<file path="src/rtl/display_scan_ctrl.sv">
// display_scan_ctrl: multiplexed N-digit 7-segment scanner.
// Each digit slot lasts PRESCALE cycles. The first BLANK_CYCLES of a slot
// keep all anodes off to suppress ghosting; the rest of the slot lights the
// selected digit. Disabled digits are skipped. A frame tick marks each wrap.
module display_scan_ctrl #(
    parameter int N_DIGITS         = 4,
    parameter int SEL_W            = 2,
    parameter int PRESCALE         = 100000,
    parameter int BLANK_CYCLES     = 16,
    parameter int ANODE_ACTIVE_LOW = 1
) (
    input  logic                i_Clk,
    input  logic                i_Reset,
    input  logic                i_Enable,
    input  logic [N_DIGITS-1:0] i_DigitMask,
    output logic [SEL_W-1:0]    o_Sel,
    output logic [N_DIGITS-1:0] o_Anodos,
    output logic                o_Blank,
    output logic                o_FrameTick
);

    localparam int                 CNT_W      = $clog2(PRESCALE);
    localparam logic [CNT_W-1:0]   SLOT_LAST  = CNT_W'(PRESCALE - 1);
    localparam logic [CNT_W-1:0]   BLANK_LAST = CNT_W'((BLANK_CYCLES > 0) ? BLANK_CYCLES - 1 : 0);
    localparam logic               ACT_LVL    = (ANODE_ACTIVE_LOW != 0) ? 1'b0 : 1'b1;
    localparam logic [N_DIGITS-1:0] ALL_OFF   = {N_DIGITS{~ACT_LVL}};

    typedef enum logic [1:0] {IDLE, BLANK, ON} state_t;

    state_t                state, state_next;
    logic [CNT_W-1:0]      cnt, cnt_next;
    logic [SEL_W-1:0]      sel, sel_next;
    logic [N_DIGITS-1:0]   anodes, anodes_next;
    logic                  blank, blank_next;
    logic                  frame_tick, frame_tick_next;

    // Lowest enabled digit index; 0 when the mask is empty.
    function automatic logic [SEL_W-1:0] lowest_idx(input logic [N_DIGITS-1:0] m);
        logic [SEL_W-1:0] r;
        logic             found;
        r     = '0;
        found = 1'b0;
        for (int k = 0; k < N_DIGITS; k++) begin
            if (!found && m[k]) begin
                r     = SEL_W'(k);
                found = 1'b1;
            end
        end
        return r;
    endfunction

    // First enabled index scanning upward from cur+1 (mod N_DIGITS).
    // The doubled mask lets a plain shift handle the wrap-around; if only
    // cur is enabled the search comes back round to cur itself.
    function automatic logic [SEL_W-1:0] next_idx(input logic [SEL_W-1:0]    cur,
                                                  input logic [N_DIGITS-1:0] m);
        logic [2*N_DIGITS-1:0] rot;
        logic [SEL_W-1:0]      r;
        logic                  found;
        rot   = {m, m} >> (int'(cur) + 1);
        r     = cur;
        found = 1'b0;
        for (int k = 0; k < N_DIGITS; k++) begin
            if (!found && rot[k]) begin
                r     = SEL_W'((int'(cur) + 1 + k) % N_DIGITS);
                found = 1'b1;
            end
        end
        return r;
    endfunction

    // State and output registers; reset forces the idle, dark display.
    always_ff @(posedge i_Clk) begin
        if (i_Reset) begin
            state      <= IDLE;
            cnt        <= '0;
            sel        <= '0;
            anodes     <= ALL_OFF;
            blank      <= 1'b1;
            frame_tick <= 1'b0;
        end else begin
            state      <= state_next;
            cnt        <= cnt_next;
            sel        <= sel_next;
            anodes     <= anodes_next;
            blank      <= blank_next;
            frame_tick <= frame_tick_next;
        end
    end

    // Slot sequencing, digit advance and anode decode from the present state.
    always_comb begin
        state_next      = state;
        cnt_next        = cnt;
        sel_next        = sel;
        frame_tick_next = 1'b0;
        anodes_next     = ALL_OFF;

        // Anodes follow the current state one cycle late; a digit whose mask
        // bit drops goes dark immediately while the slot keeps running.
        for (int k = 0; k < N_DIGITS; k++) begin
            if (state == ON && i_DigitMask[k] && int'(sel) == k) begin
                anodes_next[N_DIGITS-1-k] = ACT_LVL;
            end
        end

        if (!i_Enable || i_DigitMask == '0) begin
            state_next  = IDLE;
            cnt_next    = '0;
            sel_next    = '0;
            anodes_next = ALL_OFF;
        end else begin
            case (state)
                IDLE: begin
                    sel_next   = lowest_idx(i_DigitMask);
                    cnt_next   = '0;
                    state_next = (BLANK_CYCLES == 0) ? ON : BLANK;
                end
                BLANK: begin
                    cnt_next = cnt + 1'b1;
                    if (cnt == BLANK_LAST) begin
                        state_next = ON;
                    end
                end
                ON: begin
                    if (cnt == SLOT_LAST) begin
                        cnt_next        = '0;
                        sel_next        = next_idx(sel, i_DigitMask);
                        frame_tick_next = (sel_next <= sel);
                        state_next      = (BLANK_CYCLES == 0) ? ON : BLANK;
                    end else begin
                        cnt_next = cnt + 1'b1;
                    end
                end
                default: begin
                    state_next = IDLE;
                    cnt_next   = '0;
                    sel_next   = '0;
                end
            endcase
        end

        blank_next = (anodes_next == ALL_OFF);
    end

    assign o_Sel       = sel;
    assign o_Anodos    = anodes;
    assign o_Blank     = blank;
    assign o_FrameTick = frame_tick;

endmodule

</file>
<file path="config.mk">
export PLATFORM = sky130hd
export DESIGN_NAME = display_scan_ctrl
export DESIGN_NICKNAME = d
export VERILOG_FILES = /design/src/rtl/display_scan_ctrl.sv
export SDC_FILE = /design/constraint.sdc
export NUM_CORES = 1
export LEC_CHECK = 0
export ABC_CLOCK_PERIOD_IN_PS = 7880
export CORE_MARGIN = 4
export CORE_UTILIZATION = 61
export CTS_CLUSTER_DIAMETER = 40
export DETAILED_ROUTE_END_ITERATION = 10
export PLACE_DENSITY = 0.95
export SLEW_MARGIN = 40
export SYNTH_ARGS = -nofsm -noshare
export SYNTH_HDL_FRONTEND = slang
export SYNTH_SLANG_ARGS = --single-unit
</file>
<file path="constraint.sdc">
create_clock -name i_Clk -period 7.88 [get_ports i_Clk]
set_input_delay 1.182 -clock i_Clk [delete_from_list [all_inputs] [get_ports i_Clk]]
set_output_delay 1.182 -clock i_Clk [all_outputs]
set_load 0.01 [all_outputs]
</file>
# Word-level counts from Yosys, hierarchy flattened
# Index checks and enable logic that the tools add are counted.
dict set report totals {
  reg_bits 27
  in_bits 7
  output_inout_bits 8
  elab_cells 98
}
dict set report op_classes {
  add_sub_neg 5
  magnitude_cmp 1
  eq_ne 10
  shift 1
  muxes 43
  bitwise 3
  reduce_logical 29
}
# cell n
set ops {}
lappend ops {{$pmux 17 s2} 1}
lappend ops {{$mux 1} 26}
lappend ops {{$mux 2} 12}
lappend ops {{$add 17x1->17 const B} 1}
lappend ops {{$eq 17x17->1 const B} 1}
lappend ops {{$eq 17x4->1 const B} 1}
lappend ops {{$mux 17} 1}
lappend ops {{$logic_and 1x1->1} 14}
lappend ops {{$pmux 2 s3} 2}
lappend ops {{$shr 8x3->4} 1}
lappend ops {{$logic_not 1->1} 7}
lappend ops {{$add 2x2->2 const B} 3}
lappend ops {{$eq 2x2->1 const B} 3}
lappend ops {{$eq 2x1->1 const B} 2}
lappend ops {{$eq 4x4->1 const B} 1}
lappend ops {{$logic_not 2->1} 2}
lappend ops {{$logic_not 4->1} 1}
lappend ops {{$mux 4} 1}
lappend ops {{$reduce_and 2->1} 2}
lappend ops {{$reduce_or 4->1} 1}
lappend ops {{$add 2x1->3 const B} 1}
lappend ops {{$not 1->1} 3}
lappend ops {{$le 2x2->1} 1}
lappend ops {{$ne 2x1->1 const B} 1}
lappend ops {{3 further kinds} 3}

# Longest topological paths before layout
# Gate-level depths: netlist (run 1).
dict set report depth {
  ltp_word 26
  ltp_mapped 11
  mapped_depth_nobuf 10
}

# Worst setup path after synthesis (run 1)
# OpenSTA, ideal clock, no wires.
dict set report synth_timing {
  kind {input to register}
  from {input i_DigitMask[0]}
  to {register frame_tick, in the netlist o_FrameTick}
  setup_time_ps 92
  arrival_time_ps 3216
  required_time_ps 7788
  setup_slack_ps 4572
  stages 9
  path_buffers 1
  path_cell_list {buf_6 > mux4_2 > o32a_1 > a31oi_1 > or3b_1 > ha_1 > a21oi_1 > a21oi_1 > nor4_1}
}
dict set report synth_via {
  elab_chain_cells 24
  word_cells_on_any_way 30
  classes_between {order compare (1); shift (1); mux (19); reduce/logical (9)}
}
# element line_no
set synth_lines {}
lappend synth_lines {{from (decl)} 15} ;# input logic [N_DIGITS-1:0] i_DigitMask,
lappend synth_lines {{$shr 8x3->4} 60} ;# rot = {m, m} >> (int'(cur) + 1);
lappend synth_lines {{$mux 1} 64} ;# if (!found && rot[k]) begin
lappend synth_lines {{$mux 1} 126} ;# if (cnt == SLOT_LAST) begin
lappend synth_lines {{$mux 1} 113} ;# case (state)
lappend synth_lines {{$mux 1} 107} ;# if (!i_Enable || i_DigitMask == '0) begin
lappend synth_lines {{$logic_not 1->1} 64}
lappend synth_lines {{$logic_and 1x1->1} 64}
lappend synth_lines {{$mux 1} 64}
lappend synth_lines {{[... 8 more ...]} -}
lappend synth_lines {{$mux 1} 107}
lappend synth_lines {{$logic_not 1->1} 64}
lappend synth_lines {{$logic_and 1x1->1} 64}
lappend synth_lines {{$mux 2} 64}
lappend synth_lines {{$mux 2} 126}
lappend synth_lines {{$mux 2} 113}
lappend synth_lines {{$mux 2} 107}
lappend synth_lines {{$le 2x2->1} 129} ;# frame_tick_next = (sel_next <= sel);
lappend synth_lines {{to (signal assigned)} 87} ;# frame_tick <= frame_tick_next;
lappend synth_lines {{to (decl)} 35} ;# logic frame_tick, frame_tick_next;
# Several ways; a longest one is shown, not always the timed one. The select of a mux whose other input is x is not followed.
# A chain may end at the register's enable or synchronous reset.

# Worst setup path after layout (run 1)
dict set report layout_timing {
  from {input i_DigitMask[1]}
  to {register frame_tick, in the netlist o_FrameTick}
}
# Same word-level chain as after synthesis.

==> impl_metrics.csv, run 1 <==
group,metric,value,unit
sta,hold_viol,0,
synth,ys_seq_elements,27,
sta,setup_viol,0,
layout,drive_gt1_share,3.90,%
drt,vias,1381,
drt,first_pass_iters,4,
sta,worst_slew_pin_slew,657,ps
sta,clock_skew,13.6,ps
cts,numCtsBuffers,3,
sta,finalCriticalPeriod,3700,ps
status,outcome,"completed",
place,dp_cells,231,
synth,synthesis.area,1640,sq um
critical_path,max_stage_delay,630,ps
critical_path,arrival,3950,ps
die,die_h,59.8,microns
pwr,ir_drop,0.000141,V
critical_path,crit_chain,"clkdlybuf4s50_1 -> mux4_2 -> o32a_1 -> a31oi_1 -> or3b_1 -> ha_1 -> a21oi_1 -> a21oi_1 -> nor4_1",
global_routing,antenna_found_initial,0,
critical_path,path_buf_inv,1,
sta,setup_slack,4180,ps
layout,layout.nets,225,
synth,synthArstFlopShare,0,%
drt,wire_per_inst,13.5,microns
critical_path,crit_path_end_kind,"flop",
sta,slew_headroom,56.1,%
critical_path,critPathMaxFanout,15,
cts,cts_root_buf,"clkbuf_4",
pwr,cellPowerDensity,126,nW/um^2
drt,route.detailed.drc,0,
layout,fill_cells,201,
global_routing,grt_max_degree,20,
synth,yosysUniqueCellTypes,42,
global_routing,grt_pass1_vias,1213,
place,place_congestion,0.803,
layout,n_antenna_cell,0,
die,core_area,2520,sq um
sta,rsz0062_at_grt,"no",
drt,first_iter_violations,67,
drt,vias_per_cell,5.88,
layout,syn2layout_area_growth,9.95,%
place,io_buffers,14,
run,drv_cap,0,
synth,synth_cells,197,
critical_path,crit_family,"compound AO/OA/AOI/OAI gates",
critical_path,cp_common_cell,"a21oi_1",
sta,fin_crit_sh,46.9,%
cts,clock_path_buffers,2,
pwr,leakage,0.622,nW
sta,slew_violations,0,
synth,synth_top_area_share,33.1,%
min_path,hp-class,"reg2reg",
layout,instances_no_fill,235,
die,die_x,59.8,microns
global_routing,grt_pass1_wl,5.24,mm
sta,setup_tns,0,ps
cts,cts_hold_buf,0,
cts,clk_pin_slew_worst_paths,160,ps
sta,fmax,271,MHz
place,hpwl,2.37,mm
cts,cts.htree.levels,1,
cts,clock_latency,340,ps
critical_path,critPathSlowestCell,"clkdlybuf4s50_1",
synth,synth-seq-area-share,33.1,%
sta,whs,502,ps
synth,synth_nets,216,
global_routing,overflow,0,
cts,post_cts_resized,0,
critical_path,startpoint_type,"input port",
synth,synthTopCellsByArea,"dfxtp_1, ha_1, nor2_1",
die,rows,18,
synth,synth.largest_area_cell,"dfxtp_1",
cts,cts_setup_buffers,0,
synth,synth_edf_count,0,
drt,ant_nets,0,
cts,clock_sinks,27,
critical_path,worstPathRequired,8140,ps
global_routing,grt_usage,19.1,%
critical_path,crit_type,"in2reg",
drt,wl,3.18,mm
synth,ys_warn_count,0,
die,start_util,64.8,%
synth,ys.flop_type,"dfxtp_1",
synth,syn_area_per_cell,8.30,sq um
place,pre_cts_slack,3870,ps
die,dieArea,3570,sq um
die,io_pins,15,
cts,cts_tree,"built",
==> worst reg2reg max path, delay by kind of cell (launching register included) <==
kind                       cells  cell delay [ps]
DFF                            1              760
AOI/OAI and AO/OA              4              730
adders and majority gates      2              700
and+or+nand+nor                3              620
buffers and inverters          1              250
==> path summary, 6_finish.rpt <==
kind | cells after the start | slack, ps | to | startpoint
setup / recovery | 9 | 4180 | o_FrameTick | i_DigitMask[1]
hold / removal | 1 | 500 | cnt[0] | cnt[0]
setup reg to reg | 10 | 4760 | o_FrameTick | o_Sel[0]
hold reg to reg | 1 | 500 | cnt[0] | cnt[0]
==> metrics by stage <==
stage | area, sq um | util [%] | power, mW
floorplan | 1640 | - | 0.161
detailed placement | 1760 | 69.9 | 0.167
finish | 1800 | 71.3 | 0.227
global placement | 1760 | 69.9 | 0.166
CTS | 1790 | 71.1 | 0.227
global route | 1800 | 71.3 | 0.236
==> per-layer routing <==
layer	wire length (microns)	up-vias	GRT usage [%]	part of all wire, %
met5	0	-	0	0
met4	24	0	3.48	0.76
met3	178	5	5.40	5.6
met2	1510	38	31.2	48
met1	1460	631	25.4	46
li1	-	707	-	-
==> flip-flops by register name, indices dropped and copies added (netlist names) <==
name,cells
o_Sel,2
o_Blank,1
cnt,17
state,2
o_Anodos,4
o_FrameTick,1
==> cells by family after synthesis <==
family | after synthesis | synth area share (%)
AOI/OAI and AO/OA | 26 | 9.95
xor gates and xnor gates | 16 | 8.57
adders and majority gates | 12 | 9.18
buffers and inverters | 23 | 5.97
DFF | 27 | 33.1
muxes | 6 | 4.67
and+or+nand+nor | 87 | 28.6
==> cell type report <==
class | instances | area [sq um] | area share (%)
Clock inverter | 1 | 7.51 | 0.418
Tap cell | 30 | 37.5 | 2.09
Clock buffer | 3 | 22.5 | 1.25
Sequential cell | 27 | 541 | 30.1
Multi-Input combinational cell | 147 | 1000 | 55.7
Timing Repair Buffer | 14 | 140 | 7.79
Inverter | 13 | 48.8 | 2.71
==> synth_stat cells (2+ instances only) <==
cell type  instances
nor2_1            29
dfxtp_1           27
inv_1             13
ha_1              12
a21oi_1           10
xnor2_1           10
nand2_1            9
nand3_1            8
nand4_1            7
clkbuf_1           6
nor3_1             6
nor4_1             6
xor2_1             6
nor3b_1            4
and3_1             3
and3b_1            3
buf_2              3
o21ai_0            3
a21o_1             2
a22oi_1            2
and4_1             2
mux2_1             2
mux2i_1            2
nand2b_1           2
o211ai_1           2
or3b_1             2
==> cells in the final DEF, fill, tap and decap left out, drive strengths merged, types with 2 or more instances in the layout <==
cell | netlist | layout
a21o | 2 | 2
a21oi | 10 | 10
a22oi | 2 | 2
and3 | 3 | 3
and3b | 4 | 4
and4 | 2 | 2
clkbuf | 6 | 3
clkdlybuf4s50 | 0 | 14
dfxtp | 27 | 27
ha | 12 | 12
inv | 13 | 13
mux2 | 3 | 3
mux2i | 2 | 2
nand2 | 9 | 9
nand2b | 2 | 2
nand3 | 8 | 8
nand4 | 7 | 7
nor2 | 29 | 29
nor3 | 6 | 6
nor3b | 4 | 4
nor4 | 6 | 6
o211ai | 2 | 2
o21ai | 4 | 4
or3b | 2 | 2
xnor2 | 10 | 10
xor2 | 6 | 6
==> where the power goes <==
part	switching (mW)	internal, mW	total, mW
sequential	0.00154	0.137	0.139
clock	0.0426	0.0195	0.0620
combinational	0.0135	0.0125	0.0260
total	0.0576	0.169	0.227
Note: power is estimated with default switching activity, not from simulation.
==> run 2: changes to the inputs <==
--- a/config.mk
+++ b/config.mk
@@ -5,12 +5,12 @@
 export SDC_FILE = /design/constraint.sdc
 export NUM_CORES = 1
 export LEC_CHECK = 0
-export ABC_CLOCK_PERIOD_IN_PS = 7880
+export ABC_CLOCK_PERIOD_IN_PS = 3550
 export CORE_MARGIN = 4
-export CORE_UTILIZATION = 61
+export CORE_UTILIZATION = 56
 export CTS_CLUSTER_DIAMETER = 40
 export DETAILED_ROUTE_END_ITERATION = 10
-export PLACE_DENSITY = 0.95
+export PLACE_DENSITY = 0.9
 export SLEW_MARGIN = 40
 export SYNTH_ARGS = -nofsm -noshare
 export SYNTH_HDL_FRONTEND = slang
==> constraint.sdc (replaced) <==
create_clock -name i_Clk -period 3.55 [get_ports i_Clk]
set_input_delay 0.5325 -clock i_Clk [delete_from_list [all_inputs] [get_ports i_Clk]]
set_output_delay 0.5325 -clock i_Clk [all_outputs]
set_load 0.01 [all_outputs]
==> impl_metrics.csv, run 2 (same netlist as run 1, synthesis figures left out) <==
group,metric,value,unit
status,outcome,"completed",
pwr,total_power,0.502,mW
critical_path,startpoint_type,"flop",
place,hpwl,2.45,mm
drt,wl_met1,1.57,mm
die,core_area,2780,sq um
cts,cts_root_buf,"clkbuf_4",
critical_path,ff2ff_setup_slack,700,ps
critical_path,worstPathRequired,3800,ps
global_routing,overflow,0,
die,io_pins,15,
die,die_h,62.0,microns
pwr,leakage,0.653,nW
layout,final_cell_mix,"nor2_1, dfxtp_1, clkdlybuf4s50_1",
sta,setup_tns,0,ps
cts,clock_sinks,27,
layout,layout.nets,231,
sta,slew_violations,0,
drt,wl_met2,1.52,mm
drt,route.detailed.drc,0,
drt,first_pass_iters,4,
die,dieArea,3850,sq um
sta,finalCriticalPeriod,2850,ps
min_path,min_delay_path_depth,1,
critical_path,crit_path_end_kind,"flop",
drt,wl,3.25,mm
global_routing,grt_pass1_vias,1310,
die,start_util,58.8,%
cts,cts_setup_buffers,0,
drt,met3_length,146,microns
layout,largest-register,"cnt",
cts,clock_path_buffers,2,
layout,drive_gt1_share,5.69,%
global_routing,grt_usage,18.9,%
cts,clk_pin_slew_worst_paths,130,ps
die,rows,19,
cts,cts.htree.levels,1,
drt,first_iter_violations,71,
critical_path,critPathMaxFanout,11,
pwr,cellPowerDensity,273,nW/um^2
cts,clock_latency,330,ps
drt,ant_nets,0,
layout,n_antenna_cell,0,
drt,vias,1403,
critical_path,reg2regPathDepth,10,
layout,syn2layout_area_growth,12.3,%
drt,top_layer,"met4",
global_routing,antenna_found_initial,0,
sta,worst_slew_pin_slew,660,ps
layout,layout_commonest_cell,"nor2_1",
drt,wire_per_inst,13.4,microns
cts,numCtsBuffers,3,
cts,post_cts_resized,0,
sta,slew_headroom,55.9,%
critical_path,rr_endpoint,"o_FrameTick",
cts,cts_tree,"built",
min_path,hp-class,"reg2reg",
sta,clock_skew,3.39,ps
pwr,ir_drop,0.000332,V
place,place_congestion,0.806,
critical_path,arrival,3100,ps
sta,fin_crit_sh,80.3,%
sta,hold_viol,0,
global_routing,grt_max_degree,18,
run,drv_cap,0,
min_path,hold_start,"cnt[0]",
critical_path,timing.rr.start,"o_Sel[1]",
sta,rsz0062_at_grt,"no",
sta,setup_viol,0,
cts,cts_hold_buf,0,
global_routing,grt_pass1_wl,5.56,mm
die,die_x,62.0,microns
place,io_buffers,14,
drt,vias_per_cell,5.80,
sta,fmax,351,MHz
critical_path,crit_type,"reg2reg",
layout,largest_reg_flops,17,
min_path,min_to,"cnt[0]",
==> run 2: cell types whose count changed in the layout (fill, tap and decap cells not counted), sizes merged <==
cell      change
buf           +6
clkbuf        +1
clkinvlp      -1
==> run 2: final cells by class <==
class                      instances  area (sq um)
timing repair buffer              20           185
fill                             230           945
tap                               31          38.8
sequential                        27           541
clock buffer                       4          26.3
multi-input combinational        147           997
inverter                          13          48.8
==> run 2: how the worst max path moves through the flow <==
stage | start | end | slack [ps]
2_1_floorplan | o_Sel[1] | o_FrameTick | 840
3_3_place_gp | i_DigitMask[0] | o_FrameTick | 500
3_5_place_dp | i_DigitMask[0] | o_FrameTick | 430
4_1_cts | o_Sel[1] | o_FrameTick | 730
5_1_grt | o_Sel[1] | o_FrameTick | 520
6_report | o_Sel[1] | o_FrameTick | 700
==> run 2: layer usage <==
metal / global-route usage, % / vias to the layer above
met4: 3.64 / 0
met1: 24.6 / 644
met2: 31.2 / 38
met5: 0 / -
met3: 5.37 / 3
li1: - / 718
==> run 2: worst max-delay path: stages (launching register included) <==
cell and delay [ps]:
dfxtp_1 590, inv_1 180, ha_1 370, nand2_1 80, o32a_1 330, a31oi_1 200, or3b_1 370, ha_1 300
a21oi_1 140, a21oi_1 60, nor4_1 150
==> run 2: metrics by stage <==
stage                     std cells  util, %  worst slack [ps]  cell area (sq um)  hold WS, ps
after global routing            242     66.0               516               1840          553
after floorplan                 197        -               839               1640          445
after global placement          238     65.1               497               1810          462
after CTS                       242     66.0               726               1840          505
after detailed placement        238     65.1               434               1810          475
final                           242     66.0               701               1840          505
==> run 2: report_power, final <==
part | leakage, nW | internal (mW) | switching, mW | total (mW)
Combinational | 0.420 | 0.0317 | 0.0329 | 0.0646
Clock | 0.0150 | 0.0441 | 0.0867 | 0.131
Sequential | 0.218 | 0.304 | 0.00201 | 0.306
Total | 0.653 | 0.380 | 0.122 | 0.502
==> run 3: changes to the inputs <==
--- a/config.mk
+++ b/config.mk
@@ -5,12 +5,12 @@
 export SDC_FILE = /design/constraint.sdc
 export NUM_CORES = 1
 export LEC_CHECK = 0
-export ABC_CLOCK_PERIOD_IN_PS = 3550
+export ABC_CLOCK_PERIOD_IN_PS = 2500
 export CORE_MARGIN = 4
-export CORE_UTILIZATION = 56
+export CORE_UTILIZATION = 51
 export CTS_CLUSTER_DIAMETER = 40
 export DETAILED_ROUTE_END_ITERATION = 10
-export PLACE_DENSITY = 0.9
+export PLACE_DENSITY = 0.87
 export SLEW_MARGIN = 40
 export SYNTH_ARGS = -nofsm -noshare
 export SYNTH_HDL_FRONTEND = slang
==> constraint.sdc (replaced) <==
create_clock -name i_Clk -period 2.5 [get_ports i_Clk]
set_input_delay 0.375 -clock i_Clk [delete_from_list [all_inputs] [get_ports i_Clk]]
set_output_delay 0.375 -clock i_Clk [all_outputs]
set_load 0.01 [all_outputs]
==> impl_metrics.csv, run 3 (same netlist as run 1, synthesis figures left out) <==
group,metric,value,unit
min_path,hold_start,"cnt[0]",
drt,first_pass_iters,4,
critical_path,ff2ff_setup_slack,40,ps
critical_path,crit_chain,"clkdlybuf4s50_1 -> mux4_2 -> o32a_1 -> a31oi_1 -> or3b_4 -> ha_4 -> a21oi_2 -> a21oi_1 -> nor4_1",
cts,cts_tree,"built",
drt,wl,3.57,mm
sta,finalCriticalPeriod,2480,ps
pwr,pwr-share-clk,25.5,%
layout,final_cell_mix,"nor2_1, dfxtp_1, buf_4",
critical_path,worstPathRequired,2760,ps
cts,clock_latency,330,ps
place,hpwl,2.49,mm
drt,vias_per_cell,5.49,
critical_path,critPathSlowestCell,"mux4_2",
critical_path,max_stage_delay,470,ps
layout,largest_reg_flops,17,
critical_path,reg2regPathDepth,8,
drt,ant_nets,0,
layout,drive_gt1_share,12.7,%
critical_path,crit_path_end_kind,"flop",
die,die_x,64.6,microns
cts,numCtsBuffers,3,
critical_path,startpoint_type,"input port",
global_routing,grt_usage,17.0,%
place,dp_cells,260,
die,io_pins,15,
global_routing,grt_pass1_vias,1249,
sta,fmax,403,MHz
cts,clock_path_buffers,2,
layout,layout.nets,240,
global_routing,grt_pass1_wl,5.62,mm
layout,fill_cells,262,
sta,worst_slew_pin_slew,413,ps
sta,hold_viol,0,
min_path,min_delay_path_depth,1,
critical_path,crit_type,"in2reg",
critical_path,timing.rr.start,"o_Sel[0]",
sta,fin_crit_sh,99.2,%
pwr,p_seq_share,59.7,%
layout,instances_no_fill,264,
cts,cts_root_buf,"clkbuf_4",
cts,cts_hold_buf,0,
pwr,leakage,0.706,nW
cts,clock_sinks,27,
run,drv_cap,0,
drt,vias,1449,
die,dieArea,4180,sq um
pwr,p_int,0.547,mW
die,start_util,53.6,%
layout,layout_commonest_cell,"nor2_1",
sta,clock_skew,11.8,ps
critical_path,rr_endpoint,"o_FrameTick",
cts,clk_pin_slew_worst_paths,140,ps
die,rows,20,
pwr,p_sw,0.179,mW
pwr,cellPowerDensity,372,nW/um^2
die,die_h,64.6,microns
place,io_buffers,14,
critical_path,arrival,2740,ps
sta,slew_violations,0,
global_routing,overflow,0,
min_path,hp-class,"reg2reg",
status,outcome,"completed",
layout,syn2layout_area_growth,19.5,%
cts,cts.htree.levels,1,
critical_path,critPathMaxFanout,2,
pwr,power_frac_comb,14.8,%
pwr,swShare,24.7,%
die,core_area,3050,sq um
global_routing,antenna_found_initial,0,
sta,slew_headroom,72.3,%
min_path,min_to,"cnt[0]",
sta,setup_tns,0,ps
pwr,ir_drop,0.000321,V
drt,wire_per_inst,13.5,microns
drt,route.detailed.drc,0,
layout,largest-register,"cnt",
place,place_congestion,0.805,
drt,first_iter_violations,105,
layout,n_antenna_cell,0,
global_routing,grt_max_degree,18,
sta,setup_viol,0,
## run 3: cell count changes in the layout (fill, tap and decap cells not counted), moves of 2 or more
cell	delta
dlygate4sd2_1	+3
ha_4	+2
clkdlybuf4s50_1	-3
ha_1	-2
buf_4	+9
dfxtp_1	-2
## run 3: metal layers
layer	wire length [microns]	track usage, %	share of wire [%]	up-vias
met5	0	0	0	-
met1	1640	22.5	46	657
met2	1680	27.2	47	53
li1	-	-	-	734
met3	198	3.81	5.5	5
met4	45	5.54	1.3	0
## run 3: what timing repair did
action,4_1_cts,5_1_grt
setup buffers,0,0
pin swaps,3,1
endpoints found under the setup margin,1,1
gates resized for setup,3,4
## run 3: critical path, delay by kind of cell
kind | cells | cell delay, ps
simple gates | 2 | 570
compound gates | 4 | 680
fa+ha+maj | 1 | 230
buf+inv | 1 | 420
mux | 1 | 470
## run 3: stage by stage
step / power (mW) / worst slack (ps) / hold slack (ps) / utilization, % / area (sq um)
CTS: 0.725 / -9.51 / 508 / 63.3 / 1930
floorplan: 0.508 / 2.73 / 445 / - / 1660
global placement: 0.542 / -401 / 460 / 62.5 / 1910
finish: 0.727 / 19.0 / 507 / 64.0 / 1950
detailed placement: 0.544 / -418 / 477 / 62.5 / 1910
global route: 0.765 / -78.1 / 539 / 64.0 / 1950
## run 3: worst max-delay path by stage
stage	start	end	slack (ps)
detailed placement	i_DigitMask[3]	o_FrameTick	-420
CTS	o_Sel[0]	o_FrameTick	-10
finish	i_DigitMask[1]	o_FrameTick	20
global placement	i_DigitMask[0]	o_FrameTick	-400
floorplan	o_Sel[1]	o_FrameTick	3
global route	o_Sel[0]	o_FrameTick	-80
## run 3: final cells by class
cell class	count	area, sq um	area share [%]
tap	44	55.1	2.82
timing repair buffer	29	249	12.7
clock buffer	3	22.5	1.15
inverter	13	48.8	2.50
sequential	27	546	27.9
clock inverter	1	5.00	0.256
multi-input combinational	147	1030	52.6
## run 3: power by group through the flow
stage | Clock (mW) | Sequential (mW) | Combinational (mW)
6_report | 0.185 | 0.434 | 0.108
5_1_grt | 0.213 | 0.434 | 0.118
4_1_cts | 0.192 | 0.435 | 0.0982
3_5_place_dp | 0 | 0.444 | 0.0995
3_3_place_gp | 0 | 0.444 | 0.0977
2_1_floorplan | 0 | 0.445 | 0.0635
==> patch: new RTL, flow settings as in run 1 <==
The 3 states of `state_t` get a one-hot encoding in 3 bits.
--- a/src/rtl/display_scan_ctrl.sv
+++ b/src/rtl/display_scan_ctrl.sv
@@ -26,5 +26,5 @@
     localparam logic [N_DIGITS-1:0] ALL_OFF   = {N_DIGITS{~ACT_LVL}};
 
-    typedef enum logic [1:0] {IDLE, BLANK, ON} state_t;
+    typedef enum logic [2:0] {IDLE = 3'b001, BLANK = 3'b010, ON = 3'b100} state_t;
 
     state_t                state, state_next;
Formal check against the unedited RTL: same outputs for any inputs over 10 cycles, from zero or initial values and one cycle with i_Reset high; not proved beyond that.
==> patch against run 1 <==
- largest power group unchanged
- sequential cell count rose by 1
- critical path type unchanged
- die area fell by 2.8%
- worst hold slack got worse by 0.00087 ns
- synthesized area fell by 3.2%
- total power rose by 17%
- wire length rose by 8.5%
- sequential share of layout area rose by 1.7 points
- sequential power rose by 4%
- cell area fell by 1.8%
- critical path depth rose by 1
- first-iteration DRC count fell by 4.5%
- setup slack improved by 0.18 ns
==> patch: results (changes against run 1) <==
hold_slack_ns: 0.501  # -0.000871 ns
slowest_delay_ns: 0.61  # -0.02 ns
grt_usage_pct: 22.0  # +2.8 points
hpwl_mm: 2.58  # +8.6%
syn_to_final_growth_pct: 11.5
clock_area_share_pct: 2.98  # +1.3 points
ys_top_cells_by_area: "dfxtp_1 35%, nor2_1 6.4%, ha_1 6.3%, xor2_1 6.1%, nand2_1 3.3%"
drive_gt1_share_pct: 5.61  # +1.7 points
startpoint: "i_DigitMask[0]"
grt_first_pass_wirelength_mm: 5.93  # +13%
vdd_drop_max_v: 0.000151  # +7.0%
synth_commonest_cells: "28 x dfxtp_1, 27 x nor2_1, 14 x nand2_1, 11 x xor2_1, 9 x a21oi_1"
dp.cells: 222  # -3.9%
grt_pass1_vias: 1348  # +11%
inv_count: 7  # -6
ys_seq_elements: 28  # +3.7%
status: "finished, final reports clean"
arrival_ns: 3.77  # -0.18 ns
multiInputCombCellCount: 143  # -2.7%
regToRegSetupSlack_ns: 4.56  # -0.20 ns
place_congestion: 0.957  # +19%
cp_max_fo: 11  # -4
final.fill_count: 183  # -9.0%
pre_cts_ws_ns: 4.09  # +0.219 ns
synthCells: 184  # -6.6%
layout.cells.non_filler: 226  # -3.8%
nonClkBufAreaFrac_pct: 7.94  # +0.14 points
core-area_mm2: 0.00248  # -1.8%
nNetsFinal: 212  # -5.8%
finalClockSkew_ns: 0.00600  # -0.00765 ns
-- patch: power by group through the flow --
stage | Combinational, uW | Clock (uW) | Sequential [uW]
6_report | 29.1 | 92.6 | 144
5_1_grt | 32.0 | 100 | 145
4_1_cts | 28.5 | 93.8 | 144
3_5_place_dp | 28.3 | 0 | 148
3_3_place_gp | 26.7 | 0 | 147
2_1_floorplan | 22.4 | 0 | 147
-- patch: kinds of logic after synthesis --
group / Yosys count / share of synthesized area, %
XOR/XNOR: 17 / 9.41
buffers and inverters: 13 / 4.66
flip-flops: 28 / 35.4
AND/OR/NAND/NOR: 87 / 29.3
adder cells (fa/ha/maj): 8 / 6.32
AO/OA/AOI/OAI: 29 / 12.8
multiplexers: 2 / 2.13
-- patch: routing by layer --
layer | part of all wire [%] | vias to the layer above | global-route usage, %
met5 | 0 | - | 0
met4 | 1.2 | 0 | 6.47
met3 | 5.9 | 6 | 5.26
met2 | 50 | 50 | 36.0
met1 | 43 | 655 | 28.6
li1 | - | 669 | -
